<file path="src/rtl/button_conditioner.sv">
// Debounces a synchronized pushbutton level and derives press, release,
// long-press (held) and auto-repeat events from the debounced level.
module button_conditioner #(
  parameter int DEBOUNCE = 650000,
  parameter int HOLD     = 32500000,
  parameter int REPEAT   = 6500000,
  parameter int W        = 26
) (
  input  logic clk,
  input  logic reset,
  input  logic in,
  output logic clean,
  output logic press,
  output logic release_pulse,
  output logic repeat_pulse,
  output logic held
);

  typedef enum logic [1:0] {
    IDLE = 2'd0,
    DOWN = 2'd1,
    RPT  = 2'd2
  } state_t;

  state_t         state_reg, state_next;
  logic [W-1:0]   dcnt_reg, dcnt_next;
  logic [W-1:0]   hcnt_reg, hcnt_next;
  logic           clean_reg, clean_next;
  logic           press_reg, press_next;
  logic           release_reg, release_next;
  logic           repeat_reg, repeat_next;
  logic           held_reg, held_next;
  logic           rise, fall;

  // Any cycle where in matches clean restarts the debounce window.
  always_comb begin
    dcnt_next  = '0;
    clean_next = clean_reg;
    if (in != clean_reg) begin
      if (dcnt_reg == W'(DEBOUNCE - 1))
        clean_next = in;
      else
        dcnt_next = dcnt_reg + 1'b1;
    end
  end

  // The FSM reacts on the same edge that updates clean.
  assign rise = clean_next & ~clean_reg;
  assign fall = ~clean_next & clean_reg;

  always_comb begin
    state_next   = state_reg;
    hcnt_next    = hcnt_reg;
    press_next   = 1'b0;
    release_next = 1'b0;
    repeat_next  = 1'b0;
    held_next    = held_reg;
    case (state_reg)
      IDLE: begin
        if (rise) begin
          press_next = 1'b1;
          hcnt_next  = '0;
          state_next = DOWN;
        end
      end
      DOWN: begin
        if (fall) begin
          release_next = 1'b1;
          held_next    = 1'b0;
          hcnt_next    = '0;
          state_next   = IDLE;
        end else if (hcnt_reg == W'(HOLD - 1)) begin
          repeat_next = 1'b1;
          held_next   = 1'b1;
          hcnt_next   = '0;
          state_next  = RPT;
        end else begin
          hcnt_next = hcnt_reg + 1'b1;
        end
      end
      RPT: begin
        // Release wins over a repeat that would land on the same edge.
        if (fall) begin
          release_next = 1'b1;
          held_next    = 1'b0;
          hcnt_next    = '0;
          state_next   = IDLE;
        end else if (hcnt_reg == W'(REPEAT - 1)) begin
          repeat_next = 1'b1;
          hcnt_next   = '0;
        end else begin
          hcnt_next = hcnt_reg + 1'b1;
        end
      end
      default: begin
        held_next  = 1'b0;
        hcnt_next  = '0;
        state_next = IDLE;
      end
    endcase
  end

  always_ff @(posedge clk or posedge reset) begin
    if (reset) begin
      state_reg   <= IDLE;
      dcnt_reg    <= '0;
      hcnt_reg    <= '0;
      clean_reg   <= 1'b0;
      press_reg   <= 1'b0;
      release_reg <= 1'b0;
      repeat_reg  <= 1'b0;
      held_reg    <= 1'b0;
    end else begin
      state_reg   <= state_next;
      dcnt_reg    <= dcnt_next;
      hcnt_reg    <= hcnt_next;
      clean_reg   <= clean_next;
      press_reg   <= press_next;
      release_reg <= release_next;
      repeat_reg  <= repeat_next;
      held_reg    <= held_next;
    end
  end

  assign clean         = clean_reg;
  assign press         = press_reg;
  assign release_pulse = release_reg;
  assign repeat_pulse  = repeat_reg;
  assign held          = held_reg;

endmodule
</file>
<file path="config.mk">
export PLATFORM = sky130hd
export DESIGN_NAME = button_conditioner
export DESIGN_NICKNAME = d
export VERILOG_FILES = /design/src/rtl/button_conditioner.sv
export SDC_FILE = /design/constraint.sdc
export NUM_CORES = 1
export LEC_CHECK = 0
export CAP_MARGIN = 0
export CORE_UTILIZATION = 50
export DETAILED_ROUTE_END_ITERATION = 8
export PLACE_DENSITY = 0.73
export SETUP_SLACK_MARGIN = 0.4
export SYNTH_ARGS = -nofsm -noshare
export SYNTH_HDL_FRONTEND = slang
export SYNTH_SLANG_ARGS = --single-unit
</file>
<file path="constraint.sdc">
create_clock -name clk -period 4.35 [get_ports clk]
set_input_delay 0.87 -clock clk [delete_from_list [all_inputs] [get_ports clk]]
set_output_delay 0.87 -clock clk [all_outputs]
set_load 0.01 [all_outputs]
</file>
# Word-level counts from Yosys, hierarchy flattened
# Cells that the tools add are included.
# totals
regBits	59
inputBits	3
out_inout_bits	5
# op_classes
addsub	2
eq_ne	9
muxes	28
bitwise	5
n_reduce_logical	4
# op_table
cell	n
26-bit 2-to-1 mux	7
26-bit one-hot mux with 3 select lines	1
26-bit by 1-bit adder with 26-bit output (second input constant)	2
26-bit by 20-bit == test with 1-bit output (second input constant)	1
26-bit by 23-bit == test with 1-bit output (second input constant)	1
26-bit by 25-bit == test with 1-bit output (second input constant)	1
1-bit 2-to-1 mux	13
2-bit 2-to-1 mux	4
2-bit one-hot mux with 3 select lines	1
3-bit AND reduction	2
2-bit inequality test (second input constant)	2
3-bit inequality test (second input constant)	1
1-bit NOT	3
1-bit one-hot mux with 3 select lines	1
1-bit bitwise AND	2
2-bit by 1-bit == test with 1-bit output (second input constant)	1
2-bit == test (second input constant)	1
2-bit logical NOT	1
1-bit one-hot mux with 2 select lines	1
2-bit OR reduction	1
1-bit inequality test	1

# Logic depth before layout (Yosys ltp)
# Gate-level depths: netlist of the first run.
# depth
depth_word	7
depth_mapped	9

# Worst setup path after synthesis of the first run
# Ideal clock, no wire load.
# synth_timing
path_kind	register -> register
from	reg hcnt_reg[7]
to	reg hcnt_reg[5]
setup_time_ps	138
t_arrival_ps	2123
required_ps	4212
setup_slack_ps	2089
path_stages_with_launch	9
n_path_buf	2
synth_period_minus_slack_ps	2261
path_cell_list	dfrtp_1 -> or3b_1 -> or4_1 -> o21a_1 -> o21a_1 -> clkbuf_1 -> buf_2 -> nand3_1 -> o311ai_1
# synth_via
elab_chain_len	4
elab_cells_between_ends	7
# synth_lines
item	line_no	source
start, declared	27	logic [W-1:0] hcnt_reg, hcnt_next;
start signal, assigned	116	hcnt_reg <= hcnt_next;
26-bit by 23-bit == test with 1-bit output or 26-bit by 25-bit == test with 1-bit output (tied branches)	88, 72	
26-bit 2-to-1 mux (on tied branches)	88, 72	
26-bit 2-to-1 mux (on tied branches)	83, 67	
26-bit one-hot mux with 3 select lines (*)	58	case (state_reg)
# Every way passes the cells marked *; elsewhere a longest branch is shown, timed or not.
# A chain may end at the register's enable or synchronous reset.

# Final worst setup path of the first run
# layout_timing
from	in in
to	reg hcnt_reg[19]
# layout_via
elab_chain_len	6
elab_cells_between_ends	10
# layout_lines
item	line_no	source
start, declared	11	input logic in,
1-bit 2-to-1 mux or 1-bit inequality test (tied branches)	40, 39	
1-bit 2-to-1 mux (*)	39	if (in != clean_reg) begin
1-bit NOT	49	assign fall = ~clean_next & clean_reg;
1-bit bitwise AND	49	
26-bit 2-to-1 mux (on tied branches)	83, 67	
26-bit one-hot mux with 3 select lines	58	
# Marked as above.

==> flow_summary.json, run 1 <==
{
  "totalPowerFinal_mw": 1.144,
  "drv_cap": 0,
  "max_stage_delay_ps": 620,
  "nets": 373,
  "reg2reg_setup_slack_ps": 1420,
  "setup_tns_ps": 0,
  "rr_worst_depth": 7,
  "gp_congestion": 0.8407,
  "synth_seq_cells": 59,
  "start_util_pct": 53.08,
  "grt_pass1_wl_um": 11250,
  "hold_path_class": "flip-flop to flip-flop",
  "rsz0062_at_grt": "false",
  "yosysMostFrequentCell": "dfrtp_1",
  "path_clk_slew_ps": 70,
  "layout-drive-gt1-share_pct": 7.297,
  "run_status": "finished, final reports clean",
  "row_count": 28,
  "die_h_um": 82.45,
  "power_density_nw_per_um2": 319.9,
  "seq_area_um2": 1476,
  "synth_common_cells": "59 x dfrtp_1, 40 x nand3_1, 38 x nor2_1",
  "path_delay_family": "compound AO/OA/AOI/OAI gates",
  "fill_cells": 541,
  "hpwl_um": 4625,
  "crit_buf_inv": 1,
  "async_flop_share_pct": 100.0,
  "yosysTopAreaCell": "dfrtp_1",
  "p_leak_nw": 1.460,
  "crit_type": "primary input to flip-flop",
  "synth_cell_types": 45,
  "max_freq_mhz": 329.8,
  "grt_max_degree": 47,
  "cp.arrival_ps": 3280,
  "drc": 0,
  "finalSetupViolations": 0,
  "netlist_area_um2": 3236,
  "hold_viol": 0,
  "synth_cells": 359,
  "syn_avg_cell_area_um2": 9.013,
  "yosys_warnings": 0,
  "stdcell_count": 445,
  "max_slew_margin_pct": 37.45,
  "cp_slowest_cell": "o41ai_2",
  "io_pins": 8,
  "post_cts_buffers": 0,
  "ys_seq_area_share_pct": 45.63,
  "multiInputGateArea_um2": 1649,
  "track_usage_pct": 22.15,
  "ys_top_cells_by_area": "dfrtp_1 46%, nand3_1 6.2%, nor2_1 4.4%",
  "intPower_uw": 909.1,
  "cp-start-kind": "primary input",
  "place_inst": 429,
  "root_buffer": "clkbuf_8",
  "die_x_um": 82.45,
  "synth_flop_cell": "dfrtp_1",
  "p_sw_uw": 235.1,
  "worst-path-stages": 6,
  "ir_drop_v": 0.0002548,
  "whs_path_depth": 1,
  "slew_viol_final": 0,
  "period_share_pct": 69.71,
  "wl_per_cell_um": 15.27,
  "path_cells": "clkdlybuf4s50_1 -> nand2b_1 -> o41ai_2 -> o211ai_2 -> or3_1 -> o21ai_0",
  "drt_iter0_markers": 179,
  "vias": 2679,
  "synth_top_area_share_pct": 45.63,
  "r2r-end": "hcnt_reg[19]$_DFFE_PP0P_",
  "cts_tree": "done",
  "port_buffers": 7,
  "r2r_start": "dcnt_reg[0]$_DFF_PP0_",
  "syn-num-nets": 367,
  "fin_skew_ps": 9.699,
  "post_cts_resized": 0,
  "p_clk_share_pct": 49.7,
  "grt-ovfl-total": 0,
  "ctsLongestPathBuffers": 2,
  "synth_edf_count": 0,
  "area_delta_synth_final_pct": 10.56,
  "worstMarginPinSlew_ps": 936.9,
  "antenna_left": 0,
  "power_frac_seq_pct": 48.4,
  "crit_required_ps": 4600,
  "cts.sinks": 59,
  "cts_htree_levels": 3,
  "dieArea_um2": 6797,
  "comb_power_share_pct": 1.9,
  "switching_share_pct": 20.55,
  "endpoint_kind": "flip-flop",
  "grt_pass1_vias": 2371,
  "cts_buffers": 9,
  "first_pass_iters": 5,
  "drt_wl_total_um": 6796,
  "worstPathMaxFanout": 22,
  "vias_per_cell": 6.020,
  "antenna_found_initial": 0,
  "core-area_um2": 6096,
  "diodes": 0,
  "clk_latency_ps": 340,
  "critical_path.endpoint": "hcnt_reg[19]$_DFFE_PP0P_",
  "cp-startpoint": "in",
  "fin_crit_ps": 3032,
  "postCtsHoldBufs": 0
}
-- routing by layer --
metal,wire [um],vias up,global-route usage (%)
met1,3370,1289,30.72
met3,334,9,6.923
met2,3006,73,32.81
met5,0,-,0
li1,-,1308,-
met4,84,0,6.842
-- kinds of logic (layout without fill, tap and decap cells) --
kind of cell               after synthesis  count (layout)  synth area share (%)
and+or+nand+nor                        196             196                 32.25
DFF                                     59              59                 45.63
AOI/OAI and AO/OA                       49              49                 10.21
buffers and inverters                   26              37                 3.403
xor gates and xnor gates                23              23                 6.226
adders and majority gates                5               5                 1.933
muxes                                    1               1                0.3480
-- layout make-up --
type	count	share of cell area [%]
clock buffer	12	4.337
clock inverter	4	2.029
multi-input combinational	274	46.10
inverter	12	1.259
timing repair buffer	9	2.378
sequential	59	41.27
tap	75	2.623
-- layout by cell type, fill, tap and decap left out, types with 3 or more instances in the layout --
cell             count
a21o_1               7
a21oi_1             10
and2_1               3
and3_1               8
clkbuf_8            11
clkdlybuf4s50_1      7
dfrtp_1             59
ha_1                 5
inv_1               11
nand2_1             36
nand2b_1             3
nand3_1             40
nand4_1             17
nor2_1              38
nor2b_1              3
nor3_1               7
nor4_1               6
o21a_1               3
o21ai_0             15
o311ai_1             6
or3_1               15
or4_1                3
xnor2_1             14
xor2_1               9
-- worst min path at each step --
stage,end,from
6_report,dcnt_reg[0]$_DFF_PP0_,dcnt_reg[0]$_DFF_PP0_
5_1_grt,dcnt_reg[0]$_DFF_PP0_,dcnt_reg[0]$_DFF_PP0_
4_1_cts,dcnt_reg[0]$_DFF_PP0_,dcnt_reg[0]$_DFF_PP0_
3_5_place_dp,dcnt_reg[0]$_DFF_PP0_,dcnt_reg[0]$_DFF_PP0_
3_3_place_gp,dcnt_reg[0]$_DFF_PP0_,dcnt_reg[0]$_DFF_PP0_
2_1_floorplan,dcnt_reg[0]$_DFF_PP0_,dcnt_reg[0]$_DFF_PP0_
-- power groups by stage --
stage / registers, mW / clock network, mW / logic [mW]
floorplan: 0.563 / 0 / 0.0162
global placement: 0.563 / 0 / 0.0230
detailed placement: 0.563 / 0 / 0.0238
CTS: 0.553 / 0.578 / 0.0237
global route: 0.553 / 0.602 / 0.0264
finish: 0.553 / 0.569 / 0.0223
-- stage by stage --
step	hold WS (ps)	cell area, um^2	setup WS [ps]	utilization [%]
after floorplan	447.9	3236	2024	-
after global placement	463.0	3349	1136	54.95
after detailed placement	477.8	3349	1012	54.95
after CTS	486.6	3577	1352	58.68
after global routing	513.8	3577	1173	58.68
final	484.7	3577	1318	58.68
Power figures use the tool's default switching activity.
==> run 2, diff against run 1 <==
==> constraint.sdc (replaced) <==
create_clock -name clk -period 2.8 [get_ports clk]
set_input_delay 0.56 -clock clk [delete_from_list [all_inputs] [get_ports clk]]
set_output_delay 0.56 -clock clk [all_outputs]
set_load 0.01 [all_outputs]
==> run 2 against run 1 <==
  * Sequential power increased by 56%
  * Sequential share of layout area is 1.1 points lower
  * Global-route usage increased by 0.61 points
  * Worst hold slack gained 2.6 ps
  * Register-to-register slack lost 960 ps
  * Total power rose by 51%
  * Clock skew shrank 4.7 ps
  * Non-clock buffer count grew 9
  * Setup slack lost 860 ps
  * Critical path type is now flip-flop to flip-flop
==> flow_summary.json, run 2 (synthesis results as in run 1) <==
{
  "area_delta_synth_final_pct": 14.00,
  "final_common_cell": "dfrtp_1",
  "dieArea_um2": 6797,
  "whs_path_depth": 1,
  "drv_cap": 0,
  "first_pass_iters": 5,
  "drt_wl_total_um": 7125,
  "antenna_left": 0,
  "seq_area_um2": 1481,
  "p_leak_nw": 1.521,
  "wl_per_cell_um": 15.69,
  "setup_tns_ps": 0,
  "totalPowerFinal_mw": 1.724,
  "worstMarginPinSlew_ps": 634.0,
  "max_freq_mhz": 427.7,
  "io_pins": 8,
  "multiInputGateArea_um2": 1700,
  "layout-drive-gt1-share_pct": 11.35,
  "cts_htree_levels": 3,
  "grt_pass1_vias": 2498,
  "final_cell_mix": "55 x dfrtp_1, 40 x nand3_1, 38 x nor2_1",
  "run_status": "finished, final reports clean",
  "grt_max_degree": 27,
  "diodes": 0,
  "cp.arrival_ps": 2590,
  "fin_skew_ps": 5.047,
  "endpoint_kind": "flip-flop",
  "hold_viol": 0,
  "die_x_um": 82.45,
  "crit_type": "flip-flop to flip-flop",
  "root_buffer": "clkbuf_8",
  "power_density_nw_per_um2": 467.5,
  "clk_latency_ps": 340,
  "path_clk_slew_ps": 70,
  "vias": 2753,
  "vias_per_cell": 6.064,
  "rsz0062_at_grt": "true",
  "slew_viol_final": 0,
  "place_ws_ps": 273.0,
  "post_cts_buffers": 0,
  "cts_buffers": 9,
  "cts.sinks": 59,
  "whs_ps": 487.2,
  "max_slew_margin_pct": 57.34,
  "worstPathMaxFanout": 11,
  "rr_worst_depth": 7,
  "grt-ovfl-total": 0,
  "cts_tree": "done",
  "row_count": 28,
  "nets": 382,
  "fill_cells": 514,
  "antenna_found_initial": 0,
  "cp-start-kind": "flip-flop",
  "drc": 0,
  "hold_path_class": "flip-flop to flip-flop",
  "postCtsHoldBufs": 0,
  "finalSetupViolations": 0,
  "crit_required_ps": 3050,
  "gp_congestion": 0.8568,
  "drt_iter0_markers": 232,
  "core-area_um2": 6096,
  "ctsLongestPathBuffers": 2,
  "worst_slack_ps": 462.0,
  "hpwl_um": 4869,
  "fin_crit_ps": 2338,
  "grt_pass1_wl_um": 11640,
  "die_h_um": 82.45,
  "period_share_pct": 83.50,
  "ir_drop_v": 0.0003464,
  "track_usage_pct": 22.77,
  "start_util_pct": 53.08,
  "port_buffers": 7
}
[run 2: cell types whose count changed in the layout (fill, tap and decap cells not counted), moves of 2 or more]
cell	previous run	this run
buf_4	2	9
buf_6	0	2
clkbuf_8	11	9
clkinv_2	1	4
dfrtp_1	59	55
dfrtp_2	0	4
nor4b_2	2	0
nor4b_4	0	2
[run 2: critical path, cell delays in order, from the launching register on]
cell,delay [ps]
dfrtp_2,460
nor4b_4,340
nand4_4,180
o41ai_4,440
o211ai_2,210
buf_6,190
or3_1,350
o21ai_0,80
[run 2: final timing paths]
path | startpoint | to | slack (ps)
worst max register to register | dcnt_reg[5]$_DFF_PP0_ | hcnt_reg[12]$_DFFE_PP0P_ | 460
worst max-delay path | dcnt_reg[5]$_DFF_PP0_ | hcnt_reg[12]$_DFFE_PP0P_ | 460
max in group asynchronous | reset | hcnt_reg[7]$_DFFE_PP0P_ | 1560
worst min register to register | dcnt_reg[0]$_DFF_PP0_ | dcnt_reg[0]$_DFF_PP0_ | 490
min in group asynchronous | reset | dcnt_reg[23]$_DFF_PP0_ | 580
worst min-delay path | dcnt_reg[0]$_DFF_PP0_ | dcnt_reg[0]$_DFF_PP0_ | 490
[run 2: through the flow]
| stage | utilization [%] | area, um^2 | std cells |
|---|---|---|---|
| 2_1_floorplan | - | 3236 | 359 |
| 3_3_place_gp | 55.93 | 3410 | 437 |
| 3_5_place_dp | 55.93 | 3410 | 437 |
| 4_1_cts | 59.54 | 3630 | 453 |
| 5_1_grt | 60.51 | 3689 | 454 |
| 6_report | 60.51 | 3689 | 454 |
[run 2: power breakdown]
part	switching [mW]	leakage [nW]	total, mW	internal [mW]
Sequential	0.00375	0.815	0.860	0.856
Combinational	0.0279	0.596	0.0380	0.0101
Clock	0.332	0.110	0.827	0.495
[run 2: repair_timing]
action,4_1_cts,5_1_grt
gates resized for setup,2,14
pin swaps,0,3
gates cloned,0,1
endpoints found under the setup margin,13,18
[run 2: cell type report]
| class | instances | share of cell area (%) |
|---|---|---|
| multi-input combinational | 274 | 46.10 |
| sequential | 59 | 40.16 |
| timing repair buffer | 18 | 4.342 |
| clock buffer | 10 | 3.460 |
| tap | 75 | 2.544 |
| clock inverter | 6 | 2.171 |
| inverter | 12 | 1.221 |
[run 2: layer usage]
layer  GRT usage (%)  routed length, um  vias up
met1           31.07               3356     1329
met4           7.895                115        0
met3           5.824                384       18
met2           34.88               3268       83
li1                -                  -     1323
met5               0                  0        -
